$ cat config.mk
export PLATFORM = sky130hd
export DESIGN_NAME = ps2_cmd_input_flat
export DESIGN_NICKNAME = d
export VERILOG_FILES = /design/src/rtl/tetris_pkg.sv /design/src/rtl/ps2_cmd_input_if.sv /design/src/rtl/ps2_rx.sv /design/src/rtl/ps2_cmd_input.sv /design/src/flat_wrapper.sv
export SDC_FILE = /design/constraint.sdc
export NUM_CORES = 1
export LEC_CHECK = 0
export BUFFER_PORTS_ARGS = -buffer_cell sky130_fd_sc_hd__buf_2
export CAP_MARGIN = 40
export CORE_UTILIZATION = 55
export DETAILED_ROUTE_END_ITERATION = 8
export PLACE_DENSITY_LB_ADDON = 0.08
export RECOVER_POWER = 100
export SETUP_SLACK_MARGIN = 0.2
export SYNTH_ARGS = -nofsm -noshare
export SYNTH_HDL_FRONTEND = slang
export SYNTH_HIERARCHICAL = 1
export SYNTH_SLANG_ARGS = --single-unit
$ cat constraint.sdc
create_clock -name iCLK -period 2.08 [get_ports iCLK]
set_input_delay 0.416 -clock iCLK [delete_from_list [all_inputs] [get_ports iCLK]]
set_output_delay 0.416 -clock iCLK [all_outputs]
set_load 0.02 [all_outputs]
$ cat src/rtl/tetris_pkg.sv
// Shared Tetris constants: command codes, PS/2 scancodes, receiver state type.
// Pure declarations; no latency or backpressure of its own.
package tetris_pkg;

  localparam logic [2:0] CMD_NONE   = 3'd0;
  localparam logic [2:0] CMD_LEFT   = 3'd1;
  localparam logic [2:0] CMD_RIGHT  = 3'd2;
  localparam logic [2:0] CMD_ROTATE = 3'd3;
  localparam logic [2:0] CMD_SOFT   = 3'd4;
  localparam logic [2:0] CMD_HARD   = 3'd5;
  localparam logic [2:0] CMD_PAUSE  = 3'd6;

  localparam logic [7:0] SC_E0     = 8'hE0;
  localparam logic [7:0] SC_F0     = 8'hF0;
  localparam logic [7:0] SC_LEFT   = 8'h6B;
  localparam logic [7:0] SC_RIGHT  = 8'h74;
  localparam logic [7:0] SC_ROTATE = 8'h75;
  localparam logic [7:0] SC_SOFT   = 8'h72;
  localparam logic [7:0] SC_HARD   = 8'h29;
  localparam logic [7:0] SC_PAUSE  = 8'h4D;

  typedef enum logic [1:0] {IDLE, SHIFT, PARITY, STOP} ps2_state_t;

  // CMD_NONE marks an unmapped code; extended and plain forms map alike.
  function automatic logic [2:0] sc_to_cmd(input logic [7:0] sc);
    logic [2:0] cmd;
    case (sc)
      SC_LEFT:   cmd = CMD_LEFT;
      SC_RIGHT:  cmd = CMD_RIGHT;
      SC_ROTATE: cmd = CMD_ROTATE;
      SC_SOFT:   cmd = CMD_SOFT;
      SC_HARD:   cmd = CMD_HARD;
      SC_PAUSE:  cmd = CMD_PAUSE;
      default:   cmd = CMD_NONE;
    endcase
    return cmd;
  endfunction

endpackage

$ cat src/rtl/ps2_cmd_input_if.sv
// Command-side bus between the keyboard front end and the processor.
// master = processor (pops), slave = ps2_cmd_input (produces).
interface ps2_cmd_input_if;
  logic       cmd_rd;
  logic       cmd_valid;
  logic [2:0] cmd_data;
  logic       frame_err;
  logic       overflow;

  modport master (output cmd_rd, input cmd_valid, cmd_data, frame_err, overflow);
  modport slave  (input cmd_rd, output cmd_valid, cmd_data, frame_err, overflow);
endinterface

$ cat src/rtl/ps2_rx.sv
// PS/2 frame receiver: synchronisers, falling-edge detect, framing FSM, timeout.
// byte_valid/rx_err one cycle after the stop/failing fe; no backpressure.
module ps2_rx
  import tetris_pkg::*;
#(
  parameter int TIMEOUT_CYCLES = 5000
) (
  input  logic       iCLK,
  input  logic       iRST_n,
  input  logic       ps2_clk,
  input  logic       ps2_data,
  output logic       byte_valid,
  output logic [7:0] byte_data,
  output logic       rx_err
);

  localparam int TW = $clog2(TIMEOUT_CYCLES + 1);
  localparam logic [TW-1:0] TMO_LAST = TW'(TIMEOUT_CYCLES - 1);

  logic [2:0]    clk_sync_q;
  logic [1:0]    data_sync_q;
  ps2_state_t    state_q, state_d;
  logic [2:0]    bit_cnt_q, bit_cnt_d;
  logic [7:0]    shift_q, shift_d;
  logic          par_q, par_d;
  logic [TW-1:0] tmo_q, tmo_d;
  logic          byte_valid_q, byte_valid_d;
  logic          rx_err_q, rx_err_d;
  logic          fe, data_bit;

  assign fe       = clk_sync_q[2] & ~clk_sync_q[1];
  assign data_bit = data_sync_q[1];

  always_comb begin
    state_d      = state_q;
    bit_cnt_d    = bit_cnt_q;
    shift_d      = shift_q;
    par_d        = par_q;
    byte_valid_d = 1'b0;
    rx_err_d     = 1'b0;
    tmo_d        = (state_q == IDLE || fe) ? '0 : tmo_q + TW'(1);
    if (fe) begin
      case (state_q)
        IDLE: if (!data_bit) begin
          state_d   = SHIFT;
          bit_cnt_d = '0;
          par_d     = 1'b0;
        end
        SHIFT: begin
          shift_d   = {data_bit, shift_q[7:1]};
          par_d     = par_q ^ data_bit;
          bit_cnt_d = bit_cnt_q + 3'd1;
          if (bit_cnt_q == 3'd7) state_d = PARITY;
        end
        PARITY: begin
          // Data plus parity must carry an odd number of ones.
          if (par_q ^ data_bit) state_d = STOP;
          else begin
            state_d  = IDLE;
            rx_err_d = 1'b1;
          end
        end
        STOP: begin
          state_d      = IDLE;
          byte_valid_d = data_bit;
          rx_err_d     = ~data_bit;
        end
        default: state_d = IDLE;
      endcase
    end else if (state_q != IDLE && tmo_q == TMO_LAST) begin
      state_d  = IDLE;
      rx_err_d = 1'b1;
      tmo_d    = '0;
    end
  end

  always_ff @(posedge iCLK or negedge iRST_n) begin
    if (!iRST_n) begin
      clk_sync_q   <= 3'b111;
      data_sync_q  <= 2'b11;
      state_q      <= IDLE;
      bit_cnt_q    <= '0;
      shift_q      <= '0;
      par_q        <= 1'b0;
      tmo_q        <= '0;
      byte_valid_q <= 1'b0;
      rx_err_q     <= 1'b0;
    end else begin
      clk_sync_q   <= {clk_sync_q[1:0], ps2_clk};
      data_sync_q  <= {data_sync_q[0], ps2_data};
      state_q      <= state_d;
      bit_cnt_q    <= bit_cnt_d;
      shift_q      <= shift_d;
      par_q        <= par_d;
      tmo_q        <= tmo_d;
      byte_valid_q <= byte_valid_d;
      rx_err_q     <= rx_err_d;
    end
  end

  assign byte_valid = byte_valid_q;
  assign byte_data  = shift_q;
  assign rx_err     = rx_err_q;

endmodule

$ cat src/rtl/ps2_cmd_input.sv
// PS/2 keyboard front end: decodes game make codes into 3-bit commands in a show-ahead FIFO.
// Command visible 2 cycles after the stop-bit fe; full FIFO drops new commands and sets sticky overflow.
module ps2_cmd_input
  import tetris_pkg::*;
#(
  parameter int TIMEOUT_CYCLES = 5000,
  parameter int FIFO_DEPTH     = 4
) (
  input  logic          iCLK,
  input  logic          iRST_n,
  input  logic          ps2_clk,
  input  logic          ps2_data,
  ps2_cmd_input_if.slave bus
);

  localparam int AW = $clog2(FIFO_DEPTH);

  logic       byte_valid, rx_err;
  logic [7:0] byte_data;

  ps2_rx #(.TIMEOUT_CYCLES(TIMEOUT_CYCLES)) u_rx (
    .iCLK       (iCLK),
    .iRST_n     (iRST_n),
    .ps2_clk    (ps2_clk),
    .ps2_data   (ps2_data),
    .byte_valid (byte_valid),
    .byte_data  (byte_data),
    .rx_err     (rx_err)
  );

  logic          ext_q, ext_d, brk_q, brk_d;
  logic [AW:0]   wr_ptr_q, wr_ptr_d, rd_ptr_q, rd_ptr_d;
  logic [2:0]    mem_q [FIFO_DEPTH];
  logic [2:0]    mem_d [FIFO_DEPTH];
  logic          ovf_q, ovf_d;
  logic [2:0]    push_cmd;
  logic          push, pop, empty, full;

  always_comb begin
    ext_d    = ext_q;
    brk_d    = brk_q;
    push     = 1'b0;
    push_cmd = sc_to_cmd(byte_data);
    if (rx_err) begin
      ext_d = 1'b0;
      brk_d = 1'b0;
    end else if (byte_valid) begin
      if (byte_data == SC_E0)      ext_d = 1'b1;
      else if (byte_data == SC_F0) brk_d = 1'b1;
      else begin
        push  = !brk_q && (push_cmd != CMD_NONE);
        ext_d = 1'b0;
        brk_d = 1'b0;
      end
    end
  end

  assign empty = (wr_ptr_q == rd_ptr_q);
  assign full  = (wr_ptr_q[AW] != rd_ptr_q[AW]) && (wr_ptr_q[AW-1:0] == rd_ptr_q[AW-1:0]);
  assign pop   = bus.cmd_rd && !empty;

  always_comb begin
    wr_ptr_d = wr_ptr_q;
    rd_ptr_d = rd_ptr_q;
    mem_d    = mem_q;
    ovf_d    = ovf_q;
    if (pop) rd_ptr_d = rd_ptr_q + (AW+1)'(1);
    // A simultaneous pop frees the slot the push lands in.
    if (push) begin
      if (!full || pop) begin
        mem_d[wr_ptr_q[AW-1:0]] = push_cmd;
        wr_ptr_d = wr_ptr_q + (AW+1)'(1);
      end else begin
        ovf_d = 1'b1;
      end
    end
  end

  always_ff @(posedge iCLK or negedge iRST_n) begin
    if (!iRST_n) begin
      ext_q    <= 1'b0;
      brk_q    <= 1'b0;
      wr_ptr_q <= '0;
      rd_ptr_q <= '0;
      ovf_q    <= 1'b0;
      for (int i = 0; i < FIFO_DEPTH; i++) mem_q[i] <= '0;
    end else begin
      ext_q    <= ext_d;
      brk_q    <= brk_d;
      wr_ptr_q <= wr_ptr_d;
      rd_ptr_q <= rd_ptr_d;
      ovf_q    <= ovf_d;
      mem_q    <= mem_d;
    end
  end

  assign bus.cmd_valid = !empty;
  assign bus.cmd_data  = empty ? CMD_NONE : mem_q[rd_ptr_q[AW-1:0]];
  assign bus.frame_err = rx_err;
  assign bus.overflow  = ovf_q;

endmodule

$ cat src/flat_wrapper.sv
// flat-port wrapper written by rule: the top's interface ports become plain ports
module ps2_cmd_input_flat import tetris_pkg::*;
#(
  parameter int TIMEOUT_CYCLES = 5000,
  parameter int FIFO_DEPTH     = 4
)
  (iCLK, iRST_n, ps2_clk, ps2_data, bus_cmd_rd, bus_cmd_valid, bus_cmd_data, bus_frame_err, bus_overflow);
  ps2_cmd_input_if bus_i ();
  input  logic iCLK;
  input  logic iRST_n;
  input  logic ps2_clk;
  input  logic ps2_data;
  input wire logic [$bits(bus_i.cmd_rd)-1:0] bus_cmd_rd;
  output wire logic [$bits(bus_i.cmd_valid)-1:0] bus_cmd_valid;
  output wire logic [$bits(bus_i.cmd_data)-1:0] bus_cmd_data;
  output wire logic [$bits(bus_i.frame_err)-1:0] bus_frame_err;
  output wire logic [$bits(bus_i.overflow)-1:0] bus_overflow;
  assign bus_i.cmd_rd = bus_cmd_rd;
  assign bus_cmd_valid = bus_i.cmd_valid;
  assign bus_cmd_data = bus_i.cmd_data;
  assign bus_frame_err = bus_i.frame_err;
  assign bus_overflow = bus_i.overflow;
  ps2_cmd_input #(.TIMEOUT_CYCLES(TIMEOUT_CYCLES), .FIFO_DEPTH(FIFO_DEPTH)) u_core (.iCLK(iCLK), .iRST_n(iRST_n), .ps2_clk(ps2_clk), .ps2_data(ps2_data), .bus(bus_i));
endmodule
After elaboration in Yosys (flattened, before gate mapping)
Index checks and enable logic that the tools add are counted.

word-level totals
  output and inout port bits = 6
  register bits after elaboration = 54
  logic and storage cells = 108

operators by class
  bitwise gates (word level) = 7
  eq/ne operators = 20
  order comparisons = 3
  reductions and logical operators = 22
  mux-type cells = 35
  $add $sub $neg = 4

operators by type and width
  operator               count
  $eq 8x7->1 const B     5
  $mux 13                3
  $pmux 3 s6             1
  $eq 8x8->1 const B     2
  $mux 3                 5
  $mux 1                 14
  $add 13x1->13 const B  1
  $eq 13x13->1 const B   1
  $bwmux 12              1
  $mux 2                 5
  $add 3x1->3 const B    3
  $eq 8x6->1 const B     1
  $pmux 2 s4             1
  $reduce_and 2->1       4
  $reduce_bool 2->1      4
  $bmux 3 s2             1
  $demux 3 s2            1
  $ge 3x3->1 const B     2
  $ne 3x3->1 const B     2
  $not 2->3              2
  $pmux 3 s2             1
  $reduce_and 3->1       2
  $logic_and 1x1->1      5
  $eq 2x2->1 const B     2
  other kinds (15)       22

Longest topological paths before layout
  word-level depth = 9
  mapped depth = 7
  depth with buffers taken out = 6

Cells and area by module
The synthesis kept the hierarchy.

by module, submodules not included
  module         cells an instance  times used  area an instance (µm²)
  ps2_rx         132                1           1508.9
  ps2_cmd_input  109                1           1238.7

Worst setup path before layout
Ideal clock, no wire load.

  path kind = reg2reg
  from = register u_core.u_rx.shift_q[7], in the netlist u_core/u_rx/byte_data[7]
  to = register u_core.wr_ptr_q[1]
  path slack = 121 ps
  library setup time = 128 ps
  cell stages (with the launch flop) = 6
  data arrival time = 1832 ps
  required time = 1952 ps
  period minus slack after synthesis = 1959 ps
  path through = dfrtp_1 > or4bb_1 > a21oi_2 > a21o_1 > o21ai_2 > mux2_1

on the way
  longest elaborated chain between the ends = 9
  elaborated cells on any way between the ends = 16

RTL lines
  element                                   RTL line             source
  start, declared                           ps2_rx.sv:24         logic [7:0] shift_q, shift_d;
  start signal, assigned                    ps2_rx.sv:93         shift_q <= shift_d;
  $eq 8x7->1 or $eq 8x6->1 (tied branches)  tetris_pkg.sv:27     case (sc)
  $pmux 3 s6                                tetris_pkg.sv:27
  $reduce_bool 3->1                         ps2_cmd_input.sv:51  push = !brk_q && (push_cmd != CMD_NONE);
  $logic_and 1x1->1                         ps2_cmd_input.sv:51
  $mux 1                                    ps2_cmd_input.sv:49  else if (byte_data == SC_F0) brk_d = 1'b1;
  $mux 1 (*)                                ps2_cmd_input.sv:48  if (byte_data == SC_E0) ext_d = 1'b1;
  $mux 1 (*)                                ps2_cmd_input.sv:47  end else if (byte_valid) begin
  $mux 1 (*)                                ps2_cmd_input.sv:44  if (rx_err) begin
  $reduce_and 2->1 (no source line) (*)     --
  end signal, assigned                      ps2_cmd_input.sv:90  wr_ptr_q <= wr_ptr_d;
  end, declared                             ps2_cmd_input.sv:32  logic [AW:0] wr_ptr_q, wr_ptr_d, rd_ptr_q, rd_ptr_d;

Mark *: on every way between the ends. The rest lies on a longest branch, timed or not.
A chain may end at the register's enable or synchronous reset.

Worst setup path in the final report
  from = register u_core.u_rx.shift_q[0], in the netlist u_core/u_rx/byte_data[0]
  to = register u_core.wr_ptr_q[1]

Same word-level chain as after synthesis.

==> metrics.log <==
[metrics] post-placement cell count: 325
[metrics] number of synthesized register bits: 54
[metrics] top_reg_cell synth: sky130_fd_sc_hd__dfrtp_1
[metrics] proportion of synthesized chip area in sequential cells: 0.494
[metrics] power density over the cells: 841 mW/mm²
[metrics] initial antenna violation count: 0
[metrics] total power of the final layout: 2660 µW
[metrics] crit-path max FO: 11
[metrics] biggest area consumer among synthesized cells: sky130_fd_sc_hd__dfrtp_1
[metrics] static leakage: 0.00131 µW
[metrics] Worst-Skew Late Latency: 0.31 ns
[metrics] max-capacitance violation count: 0
[metrics] post-synthesis cell count: 241
[metrics] vias: 1927
[metrics] drc violations: 0
[metrics] Root Buffer: sky130_fd_sc_hd__clkbuf_8
[metrics] fraction of final layout cells with drive strength greater than 1: 0.226
[metrics] critical path start-end classification: reg -> reg
[metrics] all-layer global routing usage: 0.223
[metrics] Finish-stage setup viols: 0
[metrics] result of the run: finished clean
[metrics] slew at the pin closest to its max-slew limit: 0.910 ns
[metrics] syn avg cell area: 11.4 µm²
[metrics] Final ANT Viol Nets: 0
[metrics] Synthesis Warnings: 6
[metrics] clk slew on worst S/H paths: 0.11 ns
[metrics] final standard cell count with taps included and fillers excluded: 337
[metrics] growth of design area from synthesis to finish: 15.0%
[metrics] FILL cells: 379
[metrics] number of buffers inserted during clock tree synthesis: 5
[metrics] maximum level of the CTS H-tree: 2
[metrics] number of search-and-repair iterations in the first detailed-routing pass: 4
[metrics] buffers added on ports: 10
[metrics] origin of the worst setup path: u_core/u_rx/byte_data[0]
[metrics] min-delay worst type: in -> async
[metrics] R2R cell count: 6
[metrics] number of synthesized flops with an enable pin: 0
[metrics] max-slew violations: 0
[metrics] final number of hold-violating endpoints: 0
[metrics] worst rel slew slack: 0.393
[metrics] largest cells by area after synthesis: sky130_fd_sc_hd__dfrtp_1, sky130_fd_sc_hd__dfstp_2, sky130_fd_sc_hd__xnor2_1
[metrics] internal reg-to-reg setup slack: 0.06 ns
[metrics] net count after synthesis: 254
[metrics] HPWL after detailed placement: 3660 µm
[metrics] number of clock sinks seen by CTS: 54
[metrics] final period utilization: 0.969
[metrics] TritonCTS clock tree: done
[metrics] TNS Setup: 0 ns
[metrics] area share of the largest cell type after synthesis: 0.446
[metrics] total standard cell area after synthesis: 0.00275 mm²
[metrics] Initial Utilization: 0.578
[metrics] core footprint: 0.00475 mm²
[metrics] setup repair after global routing missed its margin: yes
[metrics] async set-reset flop share out of synthesis: 1.00
[metrics] DIE WIDTH: 72.7 µm
[metrics] floorplan die height: 72.7 µm
[metrics] number of I/O pins: 11
[metrics] drt total wl: 5140 µm
[metrics] total die area: 0.00528 mm²
[metrics] upper clock frequency limit: 496 MHz
[metrics] Iter 0 DRT Violations: 85
[metrics] CP startpoint kind: flop
[metrics] VDD IR-drop max: 0.000679 V
[metrics] row count: 25
[metrics] crit path DAT: 2.20 ns
[metrics] largest net degree at the start of global routing: 29
[metrics] Yosys cell types: 47
[metrics] first-pass GRT wire length: 8870 µm
[metrics] vias per std cell: 5.72
[metrics] Period minus WS final: 2.02 ns
[metrics] buffer levels on the longest clock path: 2
[metrics] startpoint of the most critical register-to-register path: u_core/u_rx/byte_data[0]
[metrics] number of nets in the layout: 282
[metrics] capturing element type of the critical path: flop
[metrics] Hold WS: 0.195 ns
[metrics] vias in the first global route: 1866
[metrics] final global-route overflow total: 0
[metrics] diode count: 0
[metrics] number of buffers inserted for hold repair after clock tree synthesis: 0
[metrics] skew final: 0.0180 ns
[metrics] Critical Path RT: 2.27 ns
[metrics] global placer's final weighted congestion: 0.821
[metrics] Wirelength per Cell: 15.2 µm
[sequential cells by signal, indices dropped and copies added, names as in the netlist]
signal / cells
u_core/brk_q: 1
u_core/bus.overflow: 1
u_core/mem_q: 12
u_core/rd_ptr_q: 3
u_core/u_rx/bit_cnt_q: 3
u_core/u_rx/byte_data: 8
u_core/u_rx/byte_valid: 1
u_core/u_rx/clk_sync_q: 3
u_core/u_rx/data_sync_q: 2
u_core/u_rx/par_q: 1
u_core/u_rx/rx_err: 1
u_core/u_rx/state_q: 2
u_core/u_rx/tmo_q: 13
u_core/wr_ptr_q: 3
[worst max-delay path, cell delays in order, from the launching register on]
cell and delay, ns:
sky130_fd_sc_hd__dfrtp_1 0.41, sky130_fd_sc_hd__or3b_1 0.41, sky130_fd_sc_hd__or2_4 0.26, sky130_fd_sc_hd__o32ai_4 0.24
sky130_fd_sc_hd__buf_12 0.17, sky130_fd_sc_hd__o21ai_2 0.08, sky130_fd_sc_hd__mux2_1 0.32
[area by class of cell]
type                    instances  area [µm²]  area share
flip-flops and latches         54        1360       0.430
multi-input cells             172        1330       0.422
repair buffers                 29         218      0.0689
well taps                      67        83.8      0.0265
clock buffers                   5        68.8      0.0218
clock inverters                 3        68.8      0.0218
inverters                       7        26.3     0.00832
[cell families (layout without fill, tap and decap cells)]
family | count (synthesis) | in the layout | share of synthesized area
buf+inv | 15 | 44 | 0.0287
compound gates | 42 | 42 | 0.132
mux | 14 | 14 | 0.0697
flops | 54 | 54 | 0.494
simple gates | 88 | 88 | 0.176
fa+ha+maj | 8 | 8 | 0.0364
xor+xnor | 20 | 20 | 0.0638
[Yosys cell counts, types with 3 or more instances]
master                     instances
sky130_fd_sc_hd__xnor2_1          15
sky130_fd_sc_hd__mux2_2           10
sky130_fd_sc_hd__ha_1              8
sky130_fd_sc_hd__a22o_1            5
sky130_fd_sc_hd__mux4_2            3
sky130_fd_sc_hd__dfrtp_1          49
sky130_fd_sc_hd__xor2_1            5
sky130_fd_sc_hd__and2_1            3
sky130_fd_sc_hd__dfstp_2           5
sky130_fd_sc_hd__o21ai_0           3
sky130_fd_sc_hd__buf_2             3
sky130_fd_sc_hd__inv_1             7
sky130_fd_sc_hd__nor4_1            6
sky130_fd_sc_hd__nand2_1          14
sky130_fd_sc_hd__nor2_1           26
sky130_fd_sc_hd__nand2b_1          5
sky130_fd_sc_hd__nor3_1            3
sky130_fd_sc_hd__o211ai_1          9
sky130_fd_sc_hd__a32o_1           12
sky130_fd_sc_hd__nand3_1          10
[routing by layer]
layer,part of all wire,GRT usage,vias up
li1,-,-,932
met1,0.46,0.298,955
met2,0.50,0.364,31
met3,0.024,0.0373,9
met4,0.020,0.0893,0
met5,0,0,-
[path summary, 6_finish.rpt]
kind / to
worst max-delay path: u_core/wr_ptr_q[1]
worst min-delay path: u_core/u_rx/byte_data[5]
worst max register to register: u_core/wr_ptr_q[1]
worst min register to register: u_core/u_rx/data_sync_q[1]
max in group asynchronous: u_core/u_rx/byte_data[7]
min in group iCLK: u_core/u_rx/data_sync_q[0]
[cell usage in the layout, fill, tap and decap left out, drive strengths merged, types with 8 or more instances in the layout]
master,count
nand3,10
buf,21
dfrtp,49
nand2,14
xnor2,15
mux2,11
a32o,12
nor2,27
clkbuf,13
o211ai,9
ha,8
[metrics by stage]
step | worst slack, ns | utilization | instance area, µm²
2_1_floorplan | 0.153 | - | 2760
3_3_place_gp | 0.146 | 0.629 | 2990
3_5_place_dp | 0.116 | 0.629 | 2990
4_1_cts | 0.0790 | 0.671 | 3190
5_1_grt | 0.00509 | 0.664 | 3160
6_report | 0.0642 | 0.664 | 3160
[where the power goes]
group / internal (µW) / switching, µW
logic: 281 / 276
clock network: 482 / 343
registers: 1170 / 108
[timing repair]
item | CTS | global route
endpoints found under the setup margin | 18 | 20
pin swaps | 3 | 1
setup buffers | 3 | 1
gates resized for setup | 12 | 4
No activity file was read; power rests on OpenSTA's default activity.
